**src/rtl/condicionador_pkg.sv**
```systemverilog
// Shared definitions for the input-conditioning stage ahead of jogo_desafio_memoria.
package condicionador_pkg;

    localparam int unsigned NUM_BOTOES = 4;
    localparam int unsigned ESTADO_W   = 4;

    localparam logic [ESTADO_W-1:0] COD_LIVRE     = 4'd0;
    localparam logic [ESTADO_W-1:0] COD_ATIVO     = 4'd1;
    localparam logic [ESTADO_W-1:0] COD_BLOQUEADO = 4'd2;

    typedef enum logic [ESTADO_W-1:0] {
        LIVRE     = COD_LIVRE,
        ATIVO     = COD_ATIVO,
        BLOQUEADO = COD_BLOQUEADO
    } estado_t;

    function automatic logic eh_one_hot(input logic [NUM_BOTOES-1:0] v);
        return (v != '0) && ((v & (v - NUM_BOTOES'(1))) == '0);
    endfunction

endpackage

```
**src/rtl/condicionador_entradas_debounce_bit.sv**
```systemverilog
// Single-bit debouncer: the stable level flips only after DEBOUNCE_CICLOS
// consecutive samples that disagree with it.
module debounce_bit #(
    parameter int unsigned DEBOUNCE_CICLOS = 50000
) (
    input  logic clock,
    input  logic reset,
    input  logic entrada,
    output logic estavel
);

    localparam int unsigned CONT_W = $clog2(DEBOUNCE_CICLOS);
    localparam logic [CONT_W-1:0] CONT_MAX = CONT_W'(DEBOUNCE_CICLOS - 1);

    logic [CONT_W-1:0] cont;

    // cont never passes CONT_MAX: reaching it either flips the level or is cleared
    always_ff @(posedge clock) begin
        if (reset) begin
            estavel <= 1'b0;
            cont    <= '0;
        end else if (entrada == estavel) begin
            cont <= '0;
        end else if (cont == CONT_MAX) begin
            estavel <= ~estavel;
            cont    <= '0;
        end else begin
            cont <= cont + CONT_W'(1);
        end
    end

endmodule

```
**src/rtl/condicionador_entradas.sv**
```systemverilog
// Debounce, one-button-at-a-time filter and start pulse for the memory game.
// Optional macro CONDIC_SINCRONIZADOR_EN adds 2-flop synchronizers on the raw inputs.
module condicionador_entradas
    import condicionador_pkg::*;
#(
    parameter int unsigned DEBOUNCE_CICLOS = 50000
) (
    input  logic                  clock,
    input  logic                  reset,
    input  logic [NUM_BOTOES-1:0] botoes_brutos,
    input  logic                  jogar_bruto,
    output logic [NUM_BOTOES-1:0] botoes,
    output logic                  jogar,
    output logic [NUM_BOTOES:0]   db_estavel,
    output logic [ESTADO_W-1:0]   db_estado
);

    localparam int unsigned NUM_ENTRADAS = NUM_BOTOES + 1;

    logic [NUM_ENTRADAS-1:0] brutos;
    logic [NUM_ENTRADAS-1:0] entradas;
    logic [NUM_ENTRADAS-1:0] estavel;
    logic [NUM_BOTOES-1:0]   d;
    logic [NUM_BOTOES-1:0]   botoes_prox;
    logic                    jogar_ant;
    estado_t                 estado, estado_prox;

    assign brutos = {jogar_bruto, botoes_brutos};

`ifdef CONDIC_SINCRONIZADOR_EN
    logic [NUM_ENTRADAS-1:0] sinc_1, sinc_2;

    always_ff @(posedge clock) begin
        if (reset) begin
            sinc_1 <= '0;
            sinc_2 <= '0;
        end else begin
            sinc_1 <= brutos;
            sinc_2 <= sinc_1;
        end
    end

    assign entradas = sinc_2;
`else
    assign entradas = brutos;
`endif

    for (genvar i = 0; i < NUM_ENTRADAS; i++) begin : g_db
        debounce_bit #(
            .DEBOUNCE_CICLOS(DEBOUNCE_CICLOS)
        ) u_db (
            .clock  (clock),
            .reset  (reset),
            .entrada(entradas[i]),
            .estavel(estavel[i])
        );
    end

    assign d          = estavel[NUM_BOTOES-1:0];
    assign db_estavel = estavel;
    assign db_estado  = estado;

    always_ff @(posedge clock) begin
        if (reset) begin
            estado    <= LIVRE;
            botoes    <= '0;
            jogar_ant <= 1'b0;
            jogar     <= 1'b0;
        end else begin
            estado    <= estado_prox;
            botoes    <= botoes_prox;
            jogar_ant <= estavel[NUM_BOTOES];
            jogar     <= estavel[NUM_BOTOES] & ~jogar_ant;
        end
    end

    // In ATIVO the captured code is held; extra buttons are ignored until all release
    always_comb begin
        estado_prox = estado;
        botoes_prox = botoes;
        case (estado)
            LIVRE: begin
                botoes_prox = '0;
                if (eh_one_hot(d)) begin
                    estado_prox = ATIVO;
                    botoes_prox = d;
                end else if (d != '0) begin
                    estado_prox = BLOQUEADO;
                end
            end
            ATIVO: begin
                if (d == '0) begin
                    estado_prox = LIVRE;
                    botoes_prox = '0;
                end
            end
            BLOQUEADO: begin
                botoes_prox = '0;
                if (d == '0) begin
                    estado_prox = LIVRE;
                end
            end
            default: begin
                estado_prox = LIVRE;
                botoes_prox = '0;
            end
        endcase
    end

endmodule

```
**config.mk**
```make
export PLATFORM = sky130hd
export DESIGN_NAME = condicionador_entradas
export DESIGN_NICKNAME = d
export VERILOG_FILES = /design/src/rtl/condicionador_pkg.sv /design/src/rtl/condicionador_entradas_debounce_bit.sv /design/src/rtl/condicionador_entradas.sv
export SDC_FILE = /design/constraint.sdc
export NUM_CORES = 1
export LEC_CHECK = 0
export CELL_PAD_IN_SITES_DETAIL_PLACEMENT = 1
export CELL_PAD_IN_SITES_GLOBAL_PLACEMENT = 2
export CORE_MARGIN = 1.5
export CORE_UTILIZATION = 33
export CTS_CLUSTER_SIZE = 14
export DETAILED_ROUTE_END_ITERATION = 10
export PLACE_DENSITY_LB_ADDON = 0.1
export SLEW_MARGIN = 15
export SYNTH_ARGS = -nofsm -noshare
export SYNTH_HDL_FRONTEND = slang
export SYNTH_SLANG_ARGS = --single-unit
```
**constraint.sdc**
```tcl
create_clock -name clock -period 1.9 [get_ports clock]
set_input_delay 0.38 -clock clock [delete_from_list [all_inputs] [get_ports clock]]
set_output_delay 0.38 -clock clock [all_outputs]
set_load 0.05 [all_outputs]
```
==> results.md <==
- VDD IR-drop max: 504 µV
- Post-Route WL: 9150 µm
- Final critical-path required period: 1.89 ns
- Final Power: 3.95 mW
- GPL Wtd Cong: 0.741
- DR pass1 iterations: 4
- First DRT Iteration DRCs: 107
- Synth unique cells: between 40 and 50
- Number of synthesized flops with an enable pin: 0
- Clock Power Share: 47.4%
- Max Root-Sink Buffers: 2
- Max-slew violations: 0
- Starting Density: between 30 and 40%
- Global-route wire length before repair: 16,100 µm
- Worst slew margin: 67.0%
- P_leak: about 1.6 nW
- Post-Route Utilization: 41.4%
- # Post-CTS Setup Buffers: 0
- Critical path class: reg2reg
- ANT nets after route: 0
- CP Launch Type: register
- I/O pin cnt: 21
- Worst hold margin: 0.383 ns
- Most used DFF post-synth: dfxtp_1
- Critical Path End Type: register
- Total GRT Usage: 15.5%
- CP Buf/Inv Count: 0
- ANT cells: 0
- Worst Path Max Fanout: 3
- Met2 wire length: between 4000 and 5000 µm
- Final period util: about 99%
- Seq/Total Area, Yosys: 44.9%
- Via count: approximately 3,300
- Crit-path max cell delay: 0.57 ns
- #FFs+latches synth: 93
- CTS buffer count: 9
- Syn avg cell area: roughly 9 µm²
- Clock Sinks: 93
- Fmax: between 500 and 600 MHz
- Vias in the first global route: 3,401
- NetSw: 821 µW
- Clock-pin transition on the worst setup and hold timing paths: 0.07 ns
- Number of I/O port buffers: 18
- Critical path's slowest cell: or4_4
- H-tree levels: 3
- Final Cell Area: 0.00503 mm²
- Status: completed
- Placed inst area: 0.00470 mm²
- Routed wl met3: around 230 µm
- Top delay family on crit path: simple AND/OR/NAND/NOR gates
- Root buf cell: clkbuf_16
- CTS tree: done
- Asr flop ratio synth: 0%
- Max Used Layer: met4
- Cells after synthesis: 472
- Area growth syn-to-layout: 21.2%
- Grt total ovfl: 0
- Clock insertion delay at the later pin of the skew report: 0.35 ns
- Final setup fails: 0
- Antenna violations before repair: 0
- DR WL/cell: 13.3 µm
- DPL Wire Length: between 6000 and 7000 µm
- Row cnt: 40
- Internal: 3.13 mW
- Largest net degree at the start of global routing: 18
- Die ar.: 0.0133 mm²
- Sequential share of power: 49.9%
- Slew @ Worst Pin: 0.491 ns
- DRC violations left: 0
- Final hold violation count: 0
- Post-Syn Area: 0.00415 mm²
- DR vias/cell: roughly 4.8
- Final Skew: ~0.0064 ns
- Critical Path, Cell by Cell: or4_1 > or4_4 > or3_1 > a21oi_1
- Die width: 115 µm
- Hold Path Class: reg2reg
- Switch share: 20.8%
- Data required, critical path: 2.18 ns
- Commonest non-fill, non-tap cell in the layout: nor2_1
- CTS Hold Buffers Added: 0
- Die height: 115 µm
- Fin nets: between 500 and 600
- Comb power frac: under 10%
- Yosys warning count: 0
- Layout cells sized above 1: 13.1%
- Power Density: between 700 and 800 mW/mm²
- Crit path DAT: 2.17 ns
- RSZ-0062 raised after global routing: yes
- Max_cap viols: 0
- Most frequent cells in the layout: 98 x nor2_1, 93 x dfxtp_1, 68 x xnor2_1
- Met1 wire length: 4530 µm
- Core Region: 0.0122 mm²
[repair_timing]
action                                  CTS  global route
gates resized for setup                   1             1
endpoints found under the setup margin   14            29
hold endpoints to repair                  0             0
pin swaps                                 0             2
[sequential cells by signal (all words and copies together), names as in the netlist]
register / cells
g_db.u_db.cont: 80
jogar: 1
db_estado: 2
g_db.u_db.estavel: 5
jogar_ant: 1
botoes: 4
[power groups by stage]
stage | clock network [mW] | registers (mW) | logic, mW
4_1_cts | 1.96 | 1.97 | 0.108
2_1_floorplan | 0 | 2.01 | 0.0629
5_1_grt | 2.03 | 1.97 | 0.118
6_report | 1.87 | 1.97 | 0.107
3_3_place_gp | 0 | 2.01 | 0.105
3_5_place_dp | 0 | 2.01 | 0.106
[synthesized netlist by cell type, types with 3 or more instances]
cell	n	share of area (%)
or3_1	4	0.60
dfxtp_1	93	45
nand2_1	18	1.6
xor2_1	7	1.5
and3_1	3	0.45
a22o_1	3	0.63
or4_1	3	0.54
ha_1	7	2.1
nor4_1	24	3.6
xnor2_1	68	14
clkbuf_1	7	0.63
nor2_1	98	8.9
nand4_1	19	2.9
nor3_1	22	2.7
buf_4	9	1.6
mux2i_1	5	1.2
nand3_1	26	3.1
buf_2	3	0.36
inv_1	22	2.0
[stage by stage]
step / setup slack (ns) / setup TNS (ns) / cells
floorplan: 0.00231 / 0 / 473
global placement: -0.0325 / -0.380 / 673
detailed placement: -0.0717 / -0.839 / 673
CTS: 0.00706 / 0 / 689
global route: -0.0539 / -0.618 / 689
finish: 0.0138 / 0 / 689
[area by class of cell]
type,count,area [µm²]
inverters,22,82.6
well taps,168,210
flip-flops and latches,93,1860
clock buffers,12,267
fillers,1435,7130
clock inverters,4,45.0
repair buffers,51,450
multi-input cells,339,2110
[routing by layer]
layer | track usage (%) | up-vias
li1 | - | 1687
met1 | 19.4 | 1549
met2 | 25.6 | 28
met3 | 3.11 | 13
met4 | 7.57 | 0
met5 | 0 | -
[final timing paths]
check,end,depth (start not counted),startpoint,slack [ns]
worst max-delay path,g_db[1].u_db.estavel,4,g_db[1].u_db.cont[11],0.01
worst min-delay path,jogar,1,jogar_ant,0.38
worst max register to register,g_db[1].u_db.estavel,4,g_db[1].u_db.cont[11],0.01
worst min register to register,jogar,1,jogar_ant,0.38
[cells by family after synthesis]
group | after synthesis | share of synthesized area [%]
mux | 6 | 1.48
xor+xnor | 75 | 15.8
buf+inv | 41 | 4.61
other cells | 1 | 0.0904
fa+ha+maj | 8 | 2.35
compound gates | 11 | 2.17
simple gates | 237 | 28.6
flops | 93 | 44.9
Note: power is estimated with default switching activity, not from simulation.
